--- config.mk ---
export PLATFORM = sky130hd
export DESIGN_NAME = fifo_ctrl_ram128
export DESIGN_NICKNAME = d
export VERILOG_FILES = /design/src/rtl/fifo_ctrl_ram128.sv
export SDC_FILE = /design/constraint.sdc
export NUM_CORES = 1
export LEC_CHECK = 0
export CAP_MARGIN = 10
export CELL_PAD_IN_SITES_DETAIL_PLACEMENT = 1
export CELL_PAD_IN_SITES_GLOBAL_PLACEMENT = 2
export CORE_ASPECT_RATIO = 0.7
export CORE_MARGIN = 2
export CORE_UTILIZATION = 21
export DETAILED_ROUTE_END_ITERATION = 8
export PLACE_DENSITY = 0.83
export SYNTH_ARGS = -nofsm -noshare
export SYNTH_HDL_FRONTEND = slang
export SYNTH_SLANG_ARGS = --single-unit
--- constraint.sdc ---
create_clock -name ck -period 2.69 [get_ports ck]
set_input_delay 0.807 -clock ck [delete_from_list [all_inputs] [get_ports ck]]
set_output_delay 0.807 -clock ck [all_outputs]
set_load 0.02 [all_outputs]
--- src/rtl/fifo_ctrl_ram128.sv ---
// fifo_ctrl_ram128 -- first-word-fall-through FIFO controller for a 128x8
// dual-port RAM with a synchronous, active-low write port and an
// asynchronous read port.
//
// The controller holds only the write/read pointers, the occupancy count
// and, optionally, the sticky error flags. The data words live in the
// external RAM. The head of the queue is always the RAM word at the read
// pointer, so rd_data is valid whenever empty=0 with zero pop latency.
//
// Handshake: a push is accepted (push_ok) when wr_en=1 and the FIFO is not
// full, or when it is full and a pop is accepted in the same cycle. A pop is
// accepted (pop_ok) when rd_en=1 and the FIFO is not empty. There is no
// ready output. A request that is not accepted is dropped and, with error
// tracking built in, is recorded in ovf/udf.
//
// Build option: define FIFO_ERR_EN to build the sticky ovf/udf flag
// registers. Without it, ovf/udf read as 0 and err_clr is ignored.

module fifo_ctrl_ram128 #(
  parameter int DW = 8,
  parameter int AW = 7
) (
  input  logic          ck,
  input  logic          rst,
  input  logic          wr_en,
  input  logic [DW-1:0] wr_data,
  input  logic          rd_en,
  output logic [DW-1:0] rd_data,
  output logic          full,
  output logic          empty,
  output logic [AW:0]   count,
  input  logic          err_clr,
  output logic          ovf,
  output logic          udf,
  output logic          ram_we_n,
  output logic [AW-1:0] ram_adr_a,
  output logic [AW-1:0] ram_adr_b,
  output logic [DW-1:0] ram_din,
  input  logic [DW-1:0] ram_dout
);

  // Occupancy of a completely full FIFO (2**AW), held at count width.
  localparam logic [AW:0]   CNT_FULL = {1'b1, {AW{1'b0}}};
  localparam logic [AW:0]   CNT_ONE  = {{AW{1'b0}}, 1'b1};
  localparam logic [AW-1:0] PTR_ONE  = {{(AW-1){1'b0}}, 1'b1};

  logic [AW-1:0] wptr_q, wptr_d;
  logic [AW-1:0] rptr_q, rptr_d;
  logic [AW:0]   count_q, count_d;

  logic push_ok;
  logic pop_ok;

  // Status flags decode from the count register only, so they change on
  // clock edges or reset and never follow the request inputs.
  always_comb begin
    full  = (count_q == CNT_FULL);
    empty = (count_q == '0);
    count = count_q;
  end

  // Request acceptance. A push into a full FIFO rides on a same-cycle pop:
  // the new word lands in the slot the head is vacating.
  always_comb begin
    pop_ok  = rd_en & ~empty;
    push_ok = wr_en & (~full | pop_ok);
  end

  // RAM-side wiring. The write strobe is held inactive during reset so
  // nothing is written while the pointers are being cleared.
  always_comb begin
    ram_we_n  = rst | ~push_ok;
    ram_adr_a = wptr_q;
    ram_adr_b = rptr_q;
    ram_din   = wr_data;
    rd_data   = ram_dout;
  end

  // Next pointers and occupancy. Pointers wrap naturally at 2**AW.
  always_comb begin
    wptr_d  = wptr_q;
    rptr_d  = rptr_q;
    count_d = count_q;
    if (push_ok) begin
      wptr_d = wptr_q + PTR_ONE;
    end
    if (pop_ok) begin
      rptr_d = rptr_q + PTR_ONE;
    end
    unique case ({push_ok, pop_ok})
      2'b10:   count_d = count_q + CNT_ONE;
      2'b01:   count_d = count_q - CNT_ONE;
      default: count_d = count_q;
    endcase
  end

  // Pointer and count registers; reset discards the contents at once.
  always_ff @(posedge ck or posedge rst) begin
    if (rst) begin
      wptr_q  <= '0;
      rptr_q  <= '0;
      count_q <= '0;
    end else begin
      wptr_q  <= wptr_d;
      rptr_q  <= rptr_d;
      count_q <= count_d;
    end
  end

`ifdef FIFO_ERR_EN
  logic ovf_q, ovf_d;
  logic udf_q, udf_d;

  // Sticky error flags; a new error in the clearing cycle keeps the flag set.
  always_comb begin
    ovf_d = (wr_en & ~push_ok) | (ovf_q & ~err_clr);
    udf_d = (rd_en & ~pop_ok)  | (udf_q & ~err_clr);
    ovf   = ovf_q;
    udf   = udf_q;
  end

  // Error flag registers.
  always_ff @(posedge ck or posedge rst) begin
    if (rst) begin
      ovf_q <= 1'b0;
      udf_q <= 1'b0;
    end else begin
      ovf_q <= ovf_d;
      udf_q <= udf_d;
    end
  end
`else
  logic unused_err_clr;

  // Error tracking not built: flags tie low and the clear input is unused.
  always_comb begin
    ovf            = 1'b0;
    udf            = 1'b0;
    unused_err_clr = err_clr;
  end
`endif

endmodule

### Yosys cells after proc, flatten, opt, wreduce, memory -nomap -nowiden

Cells that the tools add are included.

* $add $sub $neg: 4
* equal/unequal tests: 3
* muxes and demuxes: 1
* bitwise operators: 7
* reduce and logical (&&, ||, !) cells: 2

Operators with widths (number)
* 8-bit one-hot mux with 2 select lines: 1
* 7-bit by 1-bit adder with 7-bit output (second input constant): 2
* 8-bit by 1-bit adder with 8-bit output (second input constant): 1
* 8-bit == test (second input constant): 1
* 8-bit zero test: 1
* 8-bit by 1-bit subtractor with 8-bit output (second input constant): 1
* 1-bit inverter: 3
* 1-bit AND: 2
* 2-bit by 1-bit == test with 1-bit output (second input constant): 1
* 2-bit == test (second input constant): 1
* 1-bit bitwise OR: 2
* 2-bit nonzero test: 1

* register bits: 22
* input port bits: 21

### Longest topological paths before layout

Gate-level depths: netlist of run 1.

* word-level depth: 7
* depth in mapped cells: 9

### Worst setup path after synthesis of run 1

OpenSTA, ideal clock, no wires.

* kind: input port to flip-flop
* start: input port wr_en
* end: register count_q[7] (netlist: count[7])
* setup time: 0.080 ns
* arrival: 2.773 ns
* required time: 2.610 ns
* path slack: -0.164 ns
* cell stages on the path: 8
* path buffers: 0
* cells stage by stage: nand2b_1 > a21oi_1 > ha_1 > a21o_1 > a21oi_1 > o31ai_1 > mux2_2 > nor3_2

* cells in the longest elaborated chain, start to end: 3
* elaborated cells on any way between the ends: 5

Ends and longest elaborated chain
* start: declaration: RTL line 25 `input logic wr_en,`
* 1-bit AND *: RTL line 66 `push_ok = wr_en & (~full | pop_ok);`
* 2-bit by 1-bit == test with 1-bit output or 2-bit == test (tied branches): RTL line 90 `unique case ({push_ok, pop_ok})`
* 8-bit one-hot mux with 2 select lines or 2-bit nonzero test (tied branches)
* end signal: assignment: RTL line 106 `count_q <= count_d;`
* end: declaration: RTL line 49 `logic [AW:0] count_q, count_d;`

Mark *: on every way between the ends. The rest lies on a longest branch, timed or not.
A chain may end at the register's enable or synchronous reset.

### Final worst setup path of run 1

* start: input port rd_en
* end: register count_q[7] (netlist: count[7])

* cells in the longest elaborated chain, start to end: 5
* elaborated cells on any way between the ends: 7

Ends and longest elaborated chain
* start: declaration: RTL line 27 `input logic rd_en,`
* 1-bit AND *: RTL line 65 `pop_ok = rd_en & ~empty;`
* 1-bit bitwise OR: RTL line 66
* 1-bit AND: RTL line 66
* 2-bit by 1-bit == test with 1-bit output or 2-bit == test (tied branches): RTL line 90
* 8-bit one-hot mux with 2 select lines or 2-bit nonzero test (tied branches)

Marked as above.

==> metrics.txt, run 1 <==
largest net degree at the start of global routing 23; H-tree depth 1; total negative slack 0 ns; share of layout cells above drive strength 1 35.64%; routed len/inst 13.66 um; clock root cell clkbuf_8; Final Hold Viols 0; Initial DRC Count 19; nets 219; chip width 101.3 um; Post-synth ARST share 100.0%; met2 Usage GRT 17.29%; final setup margin 0.02188 ns; worst hold margin 0.4774 ns; top-count cell post-synth dfrtp_1; core area 6306 um2; I/O Buffers 28; endpoint class of the critical path register; layer carrying the most global-route usage met2; clk slew on worst S/H paths 0.08 ns; Worst Hold Class reg2reg; Yosys top cell area share 39.57%; vias 1116; die area 7303 um2; R2R setup slack 0.04 ns; PwrDens 1182 nW/um2; most area-consuming cells after synthesis dfrtp_1 (40%), buf_4 (10%), ha_1 (7.2%); Critical Path RT 2.88 ns; combinational cell fraction of total power 62.7%; crit path launch type input pin; hold path endpoint ram_adr_a[6]; Static Leak 0.8905 nW; pre-CTS setup slack -0.6685 ns; synth unique cells 35; RR Startpoint count[3]; Synth Register Bits 22; CTS buffer count 3; R2R Path End count[7]; Syn Area/Cell 10.16 um2; Initial Utilization 22.06%; I/O pin count 64; Setup Crit Path Kind in2reg; post-layout minimum cycle time 2.668 ns; Internal Power 1.416 mW; clk buf depth 2; grt ovf 0; clock power share 10.0%; DP HPWL 2.798 mm; CP Max Fanout 5; final setup vio count 0; Sw Share 41.38%; first-pass GRT wire length 5.878 mm; vias in the first global route 1167; die height 72.10 um; row cnt 24; EDFF count, synth 0; drt drc 0; beginning of the worst hold path ram_adr_a[6]; R2R depth 13; Hold Path Stages 1; maximum VDD drop 0.4646 mV; maxcap violations 0; GRT met1 Usage 14.13%; insertion delay to the later sink of the worst-skew pair 0.26 ns; CTS tree done; total number of yosys warnings 0; final WL 3.634 mm; top cells by count, synth dfrtp_1 (22), buf_4 (19), xnor2_1 (11); status completed; Max Transition Viols Final 0; met3 Track Usage GR 2.987%; Synth Cell Area 1391 um2; Yosys top cell by area dfrtp_1; Placer Congestion 0.7055; initial antenna violation count 0; Mapped Cells 137; drt first pass iters 4; vias per inst 4.195; ant diodes 0; post-route ant nets 0; Area Overhead vs Synth 46.94%; post-route clock period utilization 99.19%; Sink Count 22; sequential share of power 27.3%; RSZ-0062 raised after global routing yes; ys flop type dfrtp_1; Seq/Total Area, Yosys 39.57%; CP Data Arrival Time 2.86 ns; maximum operating frequency 374.8 MHz; total global-route track usage 10.50%; Switching Power 0.9997 mW; worst setup path start rd_en; Worst Clk Skew 0.002126 ns
-- flip-flops by register name, indices dropped and copies added (netlist names) --
name       count
count          8
ram_adr_a      7
ram_adr_b      7
-- final cells by class --
class | count | area (um2)
clock buffers | 4 | 55.05
well taps | 78 | 97.59
flip-flops and latches | 22 | 550.5
fillers | 733 | 4262
inverters | 4 | 15.01
multi-input cells | 92 | 772.0
repair buffers | 66 | 554.3
-- routing by layer --
metal	vias to the layer above	part of all wire (%)
met5	-	0
li1	551	-
met3	4	3.2
met2	14	49
met1	547	48
met4	0	0.41
-- placed cells by master, fill, tap and decap left out, types with 2 or more instances in the layout --
cell type	Yosys	routed
clkdlybuf4s50_1	0	23
buf_4	19	38
buf_2	0	2
xnor2_1	11	11
a21oi_2	0	3
xor2_1	6	6
mux2_2	5	5
inv_1	4	4
dfrtp_1	22	22
nand4_1	2	2
clkbuf_8	0	4
nand2_1	9	8
nand3_1	3	3
ha_1	8	6
o21ai_0	2	2
dlygate4sd2_1	0	2
ha_4	0	2
a21oi_1	10	6
conb_1	1	2
nor2b_1	2	2
or3_1	2	2
nor3_2	2	2
nor2_1	9	9
-- kinds of logic (layout without fill, tap and decap cells) --
kind of cell	Yosys count	after routing	synth area share, %
mux	5	5	4.046
xor+xnor	17	17	10.70
buf+inv	24	74	11.60
simple gates	39	39	15.38
fa+ha+maj	9	9	8.633
flops	22	22	39.57
other cells	1	2	0.2695
compound gates	20	20	9.804
-- worst max-delay path: stages --
cell           delay [ns]
dlygate4sd2_1        0.36
nand2b_4             0.10
a21oi_4              0.20
ha_1                 0.27
a21o_1               0.19
a21oi_2              0.23
o31ai_2              0.12
buf_4                0.15
mux2_2               0.27
nor3_2               0.15
-- power groups by stage --
stage	clock, mW	sequential, mW	combinational [mW]
after floorplan	0	0.865	0.539
after global placement	0	0.661	1.38
after detailed placement	0	0.669	1.42
after CTS	0.253	0.665	1.49
after global routing	0.265	0.689	1.64
final	0.241	0.659	1.52
-- what timing repair did --
| item | in CTS | in global routing |
|---|---|---|
| endpoints found under the setup margin | 7 | 3 |
| gates resized for setup | 23 | 5 |
| buffers inserted | 2 | 0 |
| hold buffers | 0 | 0 |
| pin swaps | 1 | 2 |
-- worst max-delay path by stage --
| stage | slack (ns) | endpoint | depth (start not counted) |
|---|---|---|---|
| floorplan | 0.04 | count[7] | 9 |
| global placement | -0.59 | ram_we_n | 4 |
| detailed placement | -0.67 | count[7] | 10 |
| CTS | -0.02 | count[7] | 13 |
| global route | -0.08 | count[7] | 11 |
| finish | 0.02 | count[7] | 10 |
-- stage by stage --
stage          util (%)  power, mW  instance area [um2]  std cells
2_1_floorplan         -      1.403                 1399        138
3_3_place_gp      30.14      2.040                 1901        260
3_5_place_dp      30.14      2.088                 1901        260
4_1_cts           31.87      2.408                 2009        266
5_1_grt           32.42      2.593                 2044        266
6_report          32.42      2.416                 2044        266
(Power assumes the default switching activity.)
==> run 2: changes to the inputs <==
CORE_UTILIZATION = 22   (was 21)
CTS_BUF_LIST = sky130_fd_sc_hd__clkbuf_4 sky130_fd_sc_hd__clkbuf_8   (was not set)
PLACE_DENSITY = 0.86   (was 0.83)
TNS_END_PERCENT = 100   (was not set)
==> run 2 against run 1 <==
  * Global-route usage up 0.90 points
  * Sequential cell count unchanged
  * Combinational power about the same
  * Worst setup slack improved by 0.058 ns
  * Die area is 4.3% lower
  * Cell count down 0.75%
  * Worst hold slack improved by 0.021 ns
  * Non-clock buffer count down 2
  * Sequential share of layout area shrank 0.36 points
  * Clock power about the same
  * Core utilization increased by 1.2 points
  * Critical path type is now reg2out
  * Largest cell class unchanged
  * Largest power group unchanged
==> metrics.txt, run 2 (synthesis results as in run 1) <==
vias in the first global route 1281 (+9.8%); RR Startpoint count[3]; Area Overhead vs Synth 48.92%; drt drc 0 (unchanged); Post-CTS Hold Buffers 0 (unchanged); delay-heaviest family, CP simple AND/OR/NAND/NOR gates; Critical Path RT 1.88 ns (-1.00 ns); worst hold margin 0.4982 ns (+0.02086 ns); PwrDens 1181 nW/um2 (about the same); RSZ-0062 raised after global routing no; vias 1135 (+1.7%); I/O pin count 64 (unchanged); clk buf depth 2 (unchanged); grt ovf 0 (unchanged); initial antenna violation count 0 (unchanged); I/O Buffers 28 (unchanged); post-route ant nets 0 (unchanged); total global-route track usage 11.40% (+0.90 points); drt first pass iters 2 (-2); DP HPWL 2.730 mm (-2.4%); final core utilization 33.66% (+1.2 points); Hold Path Stages 1 (unchanged); CTS tree done; status completed; R2R setup slack 0.15 ns (+0.11 ns); Fillers 683 (-6.8%); hold path endpoint ram_adr_a[6]; Worst Hold Class reg2reg; share of layout cells above drive strength 1 37.63% (+2.0 points); CP peak stage delay 0.57 ns (+0.21 ns); Final Total Pwr 2.448 mW (+1.3%); Initial Utilization 22.60% (+0.54 points); CP Data Arrival Time 1.80 ns (-1.06 ns); CTS buffer count 3 (unchanged); Placer Congestion 0.7344 (+4.1%); placed cell count 259 (-0.38%); Final Hold Viols 0 (unchanged); maxcap violations 0 (unchanged); most frequent cells in the layout buf_4 (35), clkdlybuf4s50_1 (23), dfrtp_1 (22); Setup Crit Path Kind reg2out; die height 70.54 um (-2.2%); number of flip-flops in the largest register 8 (unchanged); clk slew on worst S/H paths 0.08 ns (about the same); post-route cell area 2072 um2 (+1.3%); H-tree depth 1 (unchanged); post-layout minimum cycle time 2.610 ns (-0.05840 ns); ant diodes 0 (unchanged); core area 6156 um2 (-2.4%); insertion delay to the later sink of the worst-skew pair 0.26 ns (about the same); clock root cell clkbuf_8; Max Transition Viols Final 0 (unchanged); Worst Clk Skew 0.001260 ns (-0.0008663 ns); maximum operating frequency 383.2 MHz (+2.2%); CP Max Fanout 3 (-2); vias per inst 4.299 (+2.5%); worst-path cell chain or4_4 > buf_4 > nor3_2 > buf_2; most common cell after layout, fill and taps aside buf_4; Final Non-Filler Cells 264 (-0.75%); R2R Path End count[6]; Initial DRC Count 29 (+10); largest net degree at the start of global routing 23 (unchanged); beginning of the worst hold path ram_adr_a[6]; row cnt 24 (unchanged); die area 6986 um2 (-4.3%); chip width 99.05 um (-2.2%); final WL 3.643 mm (+0.25%); post-route clock period utilization 97.02% (-2.2 points); R2R depth 11 (-2); Placed Area 1893 um2 (-0.39%); Sink Count 22 (unchanged); Slowest-stage cell, CP or4_4; worst path buffer plus inverter count 2 (unchanged); maximum VDD drop 0.5310 mV (+14%); crit path launch type register; Static Leak 0.8804 nW (-1.1%); routed len/inst 13.80 um (+1.0%); endpoint class of the critical path output pin; first-pass GRT wire length 6.410 mm (+9.1%); nets 217 (-0.91%); final setup vio count 0 (unchanged)
## run 2: layout make-up
type                    instances  area, um2  area share [%]
flip-flops and latches         22      550.5           26.57
multi-input cells              92      814.5           39.31
clock buffers                   4      55.05           2.657
inverters                       4      15.01          0.7246
well taps                      78      97.59           4.710
repair buffers                 64      539.3           26.03
## run 2: worst max-delay path by stage
stage              from       end  slack [ns]  depth (start not counted)
6_report       count[3]     empty        0.08                          4
5_1_grt        count[3]     empty       0.003                          4
4_1_cts        count[3]      full        0.01                          4
3_5_place_dp      rd_en  count[7]       -0.71                         10
3_3_place_gp      rd_en  count[7]       -0.59                         10
2_1_floorplan  count[7]  count[7]        0.04                          9
## run 2: routing by layer
metal / track usage (%) / part of all wire [%] / up-vias / wire, um
met1: 14.99 / 45 / 566 / 1655
met2: 19.44 / 51 / 17 / 1863
met3: 2.273 / 2.5 / 4 / 92
met5: 0 / 0 / - / 0
met4: 2.740 / 0.88 / 0 / 32
li1: - / - / 548 / -
## run 2: worst register-to-register path, stage by stage (launching register included)
cell and delay [ns]:
dfrtp_1 0.40, buf_4 0.16, nor4_2 0.26, buf_4 0.17, a21oi_4 0.07, buf_4 0.15
fa_1 0.39, a21oi_2 0.17, o211ai_1 0.14, a21oi_1 0.18, xnor2_1 0.08, mux2_2 0.26
## run 2: report_power, final
part | internal, mW | switching, mW | total [mW]
registers | 0.495 | 0.169 | 0.664
clock network | 0.131 | 0.111 | 0.242
logic | 0.810 | 0.733 | 1.54
total | 1.44 | 1.01 | 2.45
## run 2: what timing repair did
action,4_1_cts,5_1_grt
resized for setup,31,6
endpoints found under the hold margin,0,0
setup endpoints to repair,7,4
pin swaps,6,3
setup buffers,1,0
## run 2: metrics by stage
stage	setup WS, ns	setup TNS, ns
global route	0.002540	0
finish	0.08028	0
global placement	-0.5892	-2.422
floorplan	0.04323	0
detailed placement	-0.7087	-2.955
CTS	0.01380	0
==> run 3: changes to the inputs <==
CORE_UTILIZATION = 34   (was 22)
DONT_BUFFER_PORTS = 1   (was not set)
==> run 3 against run 2 <==
  * The run now ends with setup timing left
  * Sequential power is 20% higher
  * Largest cell class unchanged
  * Worst setup slack got worse by 0.11 ns
  * Combinational power decreased by 37%
  * Worst hold slack improved by 0.050 ns
  * Core utilization rose by 7.7 points
  * Clock power down 2%
==> metrics.txt, run 3 (synthesis results as in run 1) <==
Placer Congestion 0.7537 (+2.6%); Area Overhead vs Synth 16.64%; vias in the first global route 1035 (-19%); worst-margin pin slew 0.5068 ns; CP Data Arrival Time 1.91 ns (+0.11 ns); post-layout minimum cycle time 2.722 ns (+0.1121 ns); drt drc 0 (unchanged); Worst Hold Class in2async; die area 4628 um2 (-34%); final setup margin -0.03183 ns (-0.1121 ns); placed cell count 193 (-25%); maximum operating frequency 367.4 MHz (-4.1%); post-route ant nets 0 (unchanged); R2R setup slack 0.16 ns (about the same); GRT met1 Usage 16.82% (+1.8 points); total global-route track usage 13.83% (+2.4 points); nets 177 (-18%); number of flip-flops in the largest register 8 (unchanged); Worst Clk Skew 0.002188 ns (+0.0009276 ns); final WL 2.986 mm (-18%); Initial Utilization 35.47% (+13 points); most common cell after layout, fill and taps aside dfrtp_1; Max Transition Viols Final 0 (unchanged); first-pass GRT wire length 4.981 mm (-22%); vias 1026 (-9.6%); DP HPWL 2.407 mm (-12%); failing checks setup timing; clock root cell clkbuf_8; crit path launch type register; layer carrying the most global-route usage met2; RR Startpoint count[3]; largest net degree at the start of global routing 23 (unchanged); endpoint class of the critical path output pin; final setup vio count 1 (+1); row cnt 19 (-21%); core area 3923 um2 (-36%); R2R depth 9 (-2); PwrDens 1233 nW/um2 (+4.3%); R2R Path End count[7]; Setup Crit Path Kind reg2out; met2 Usage GRT 22.74% (+3.3 points); post-route cell area 1623 um2 (-22%); routed len/inst 15.08 um (+9.3%); die height 57.52 um (-18%); max_slew headroom 66.14%; I/O pin count 64 (unchanged); Initial DRC Count 39 (+34%); clk buf depth 2 (unchanged); Static Leak 0.7039 nW (-20%); status complete, but fails checks; drt first pass iters 4 (+2); ant diodes 0 (unchanged); post-route clock period utilization 101.2% (+4.2 points); Sink Count 22 (unchanged); met3 Track Usage GR 5.063% (+2.8 points); initial antenna violation count 0 (unchanged); most frequent cells in the layout dfrtp_1 (22), buf_4 (21), xnor2_1 (11); vias per inst 5.182 (+21%); maximum VDD drop 0.4684 mV (-12%); CP Max Fanout 4 (+1); RSZ-0062 raised after global routing yes; Critical Path RT 1.88 ns (about the same); Final Non-Filler Cells 198 (-25%); I/O Buffers 0 (-100%); H-tree depth 1 (unchanged); Final Hold Viols 0 (unchanged); chip width 80.46 um (-19%); grt ovf 0 (unchanged); CTS tree done; maxcap violations 0 (unchanged); share of layout cells above drive strength 1 32.88% (-4.8 points); CTS buffer count 3 (unchanged); clk slew on worst S/H paths 0.08 ns (about the same); Placed Area 1490 um2 (-21%); insertion delay to the later sink of the worst-skew pair 0.26 ns (about the same)
## run 3: cell count changes in the layout (fill, tap and decap cells not counted), moves of 3 or more
| cell | before | now |
|---|---|---|
| a21oi_1 | 5 | 8 |
| ha_4 | 4 | 0 |
| buf_4 | 35 | 21 |
| ha_1 | 4 | 8 |
| clkdlybuf4s50_1 | 23 | 0 |
## run 3: layout make-up
type                    instances  area, um2
multi-input cells              92      745.7
fillers                       436       2300
repair buffers                 24      191.4
clock buffers                   4      55.05
flip-flops and latches         22      550.5
inverters                       4      15.01
well taps                      52      65.06
## run 3: power by group
part	switching (mW)	total [mW]	internal, mW
registers	0.304	0.797	0.493
logic	0.502	0.967	0.465
clock network	0.106	0.236	0.130
total	0.912	2.00	1.09
## run 3: how the worst max path moves through the flow
| stage | slack [ns] | depth (start not counted) | startpoint | to |
|---|---|---|---|---|
| final | -0.03 | 4 | count[4] | ram_we_n |
| after global routing | -0.11 | 4 | count[4] | ram_we_n |
| after CTS | -0.03 | 4 | count[6] | ram_we_n |
| after detailed placement | -0.20 | 8 | wr_en | count[7] |
| after global placement | -0.11 | 8 | wr_en | count[7] |
| after floorplan | 0.04 | 9 | count[7] | count[7] |
## run 3: what timing repair did
action / in CTS / in global routing
endpoints found under the hold margin: 0 / 0
buffers inserted: 1 / 0
endpoints found under the setup margin: 3 / 5
hold buffers: 0 / 0
pin swaps: 1 / 1
gates resized for setup: 6 / 8
## run 3: critical path, stage by stage (launching register included)
cell and delay [ns]:
dfrtp_1 0.41, buf_6 0.15, or4_4 0.55, o41ai_4 0.32, nand2b_4 0.22
## run 3: through the flow
stage	hold slack (ns)	utilization, %	TNS [ns]	power (mW)	setup WS, ns
floorplan	0.5812	-	0	1.403	0.04323
global placement	0.6047	37.99	-0.1100	1.642	-0.1100
detailed placement	0.6101	37.99	-0.2008	1.705	-0.2008
CTS	0.5547	40.35	-0.03528	1.982	-0.02686
global route	0.5657	41.37	-0.1261	2.161	-0.1090
finish	0.5480	41.37	-0.03183	2.000	-0.03183
## run 3: metal layers
layer,routed length (um),part of all wire (%),vias to the layer above
li1,-,-,473
met1,1260,42,514
met2,1480,50,31
met3,196,6.6,8
met4,48,1.6,0
met5,0,0,-
==> RTL edit: new RTL, flow settings as in run 2 <==
Change the parameter `DW` from 8 to 10.
--- a/src/rtl/fifo_ctrl_ram128.sv
+++ b/src/rtl/fifo_ctrl_ram128.sv
@@ -18,5 +18,5 @@
 
 module fifo_ctrl_ram128 #(
-  parameter int DW = 8,
+  parameter int DW = 10,
   parameter int AW = 7
 ) (
Ports: changed (resized ram_din, ram_dout, rd_data and wr_data); port bits go from 64 to 72. The function was not compared with the original's and may differ.
==> RTL edit against run 2 <==
Hold slack got worse by 6.0 ps; final cell count up 1.5%; total power rose by 2.3%; final area is 2.2% higher; global-route usage shrank 0.54 points; synthesized area grew 2.2%; count of clock-buffer cells in the layout stayed put; sequential cell count stayed put; routed wire length increased by 3.5%; worst setup slack lost 70 ps; critical path depth increased by 8; maximum frequency is 2.6% lower; critical path type is now reg -> reg; critical endpoint is now count[6]$_DFFE_PP0P_; largest power group unchanged.
==> RTL edit: results (changes against run 2) <==
| Metric | Value |
|---|---|
| Post-synthesis mux area share | `3.96% (-0.085 points)` |
| R2R depth | `12 (+1)` |
| Sequential share of the synthesized area | `38.7% (-0.84 points)` |
| Synth area leaders | `dfrtp_1 39%, buf_4 12%, ha_1 7.0%` |
| Post-Syn Instances | `141 (+2.9%)` |
| Root Driver | `clkbuf_8` |
| Hold Path Stages | `1 (unchanged)` |
| Clock insertion delay at the later pin of the skew report | `260 ps (about the same)` |
| Synth unique cells | `35 (unchanged)` |
| Worst-path clk slew | `90 ps` |
| Worst clock skew | `7.83 ps (+6.57 ps)` |
| DR WL/cell | `14.1 microns (+2.0%)` |
| Combinational gate power | `0.00160 W (+4%)` |
| Number of synthesis warnings | `0 (unchanged)` |
| Port-buffer cells | `28 (unchanged)` |
| Max reg flops | `8 (unchanged)` |
| Async SR Flop Fraction | `100% (unchanged)` |
| Via count | `1,168 (+2.9%)` |
| Pint | `0.00148 W (+2.8%)` |
| Crit-path max FO | `3 (unchanged)` |
| Global-route wire length before repair | `6140 microns (-4.2%)` |
| Compound-Gate Fraction of Synth Area | `9.60% (-0.21 points)` |
| Hpwl dp | `2770 microns (+1.3%)` |
| Dpl cell area | `0.00189 sq mm (-0.40%)` |
| Antenna diodes | `0 (unchanged)` |
| Leading cell types by count after synthesis | `23 x buf_4, 22 x dfrtp_1, 11 x xnor2_1` |
| Final wirelength | `3770 microns (+3.5%)` |
| Total CTS buffers | `3 (unchanged)` |
| First-pass iteration count of the detailed router | `3 (+1)` |
| Status | `finished, final reports clean` |
| Pleak | `0.910 nW (+3.3%)` |
| Max stage delay cell, worst path | `dfrtp_1` |
| Final Hold Fails | `0 (unchanged)` |
| Routability cong. | `0.777 (+5.8%)` |
| CTS max path bufs | `2 (unchanged)` |
| Setup Slack @ Placement | `-666 ps (+42.9 ps)` |
| Global Route Usage Sum | `10.9% (-0.54 points)` |
| Post-synthesis xor/xnor area fraction | `10.5% (-0.23 points)` |
| Nets | `225 (+3.7%)` |
| Cell total after placement | `258 (-0.39%)` |
| Worst path max stage delay | `410 ps (-160 ps)` |
| Number of global-route vias before repair | `1,261 (-1.6%)` |
| Detailed router's first-iteration violation count | `17 (-41%)` |
| Worst min path class | `reg -> reg` |
| Adder-cell share of the synthesized area | `8.45% (-0.18 points)` |
| Seq group | `0.000665 W (about the same)` |
| Share of cells above drive strength 1 | `38.9% (+1.3 points)` |
| Fill count | `734 (+7.5%)` |
| Initial antenna violation count | `0 (unchanged)` |
| VDD IR-drop max | `0.000458 V (-14%)` |
[RTL edit: cell types whose count changed after synthesis]
cell,delta
buf_4,+4
[RTL edit: metrics by stage]
stage,total power (W),util (%)
floorplan,0.00141,-
global placement,0.00203,30.2
detailed placement,0.00208,30.2
CTS,0.00240,32.3
global route,0.00271,33.9
finish,0.00250,33.9
[RTL edit: layout make-up]
cell class / instances / area share (%)
Timing Repair Buffer: 68 / 27.7
Inverter: 4 / 0.709
Tap cell: 78 / 4.61
Multi-Input combinational cell: 92 / 38.4
Clock buffer: 4 / 2.60
Sequential cell: 22 / 26.0
[RTL edit: final timing paths]
| path | startpoint | to | slack, ps |
|---|---|---|---|
| max | count[4]$_DFFE_PP0P_ | count[6]$_DFFE_PP0P_ | 10 |
| min | ram_adr_a[6]$_DFFE_PP0P_ | ram_adr_a[6]$_DFFE_PP0P_ | 490 |
| max reg2reg | count[4]$_DFFE_PP0P_ | count[6]$_DFFE_PP0P_ | 10 |
| min reg2reg | ram_adr_a[6]$_DFFE_PP0P_ | ram_adr_a[6]$_DFFE_PP0P_ | 490 |
| max in group asynchronous | rst | ram_adr_b[0]$_DFFE_PP0N_ | 1540 |
| min in group asynchronous | rst | ram_adr_a[4]$_DFFE_PP0P_ | 910 |
[RTL edit: cell families (layout without fill, tap and decap cells)]
family                   count (synthesis)  after routing
AO/OA/AOI/OAI                           20             20
XOR/XNOR                                17             17
adder cells (fa/ha/maj)                  9              9
buffers and inverters                   28             76
flip-flops                              22             22
multiplexers                             5              5
other                                    1              2
AND/OR/NAND/NOR                         39             39
[RTL edit: critical path: cells and delay by family (launching register included)]
family / cells / cell delay, ps
multiplexers: 1 / 260
XOR/XNOR: 1 / 100
flip-flops: 1 / 410
AO/OA/AOI/OAI: 4 / 610
AND/OR/NAND/NOR: 1 / 250
buffers and inverters: 4 / 560
adder cells (fa/ha/maj): 1 / 370
[RTL edit: per-layer routing]
metal / vias to the layer above / wire length (microns) / part of all wire, % / GRT usage (%)
met5: - / 0 / 0 / 0
met4: 0 / 11 / 0.29 / 1.37
met3: 2 / 95 / 2.5 / 3.32
met2: 12 / 1880 / 50 / 17.5
met1: 596 / 1780 / 47 / 14.9
li1: 558 / - / - / -
[RTL edit: what timing repair did]
action / 4_1_cts / 5_1_grt
gates resized for setup: 18 / 21
setup endpoints to repair: 7 / 5
hold buffers: 0 / 0
pin swaps: 5 / 11
setup buffers: 4 / 3
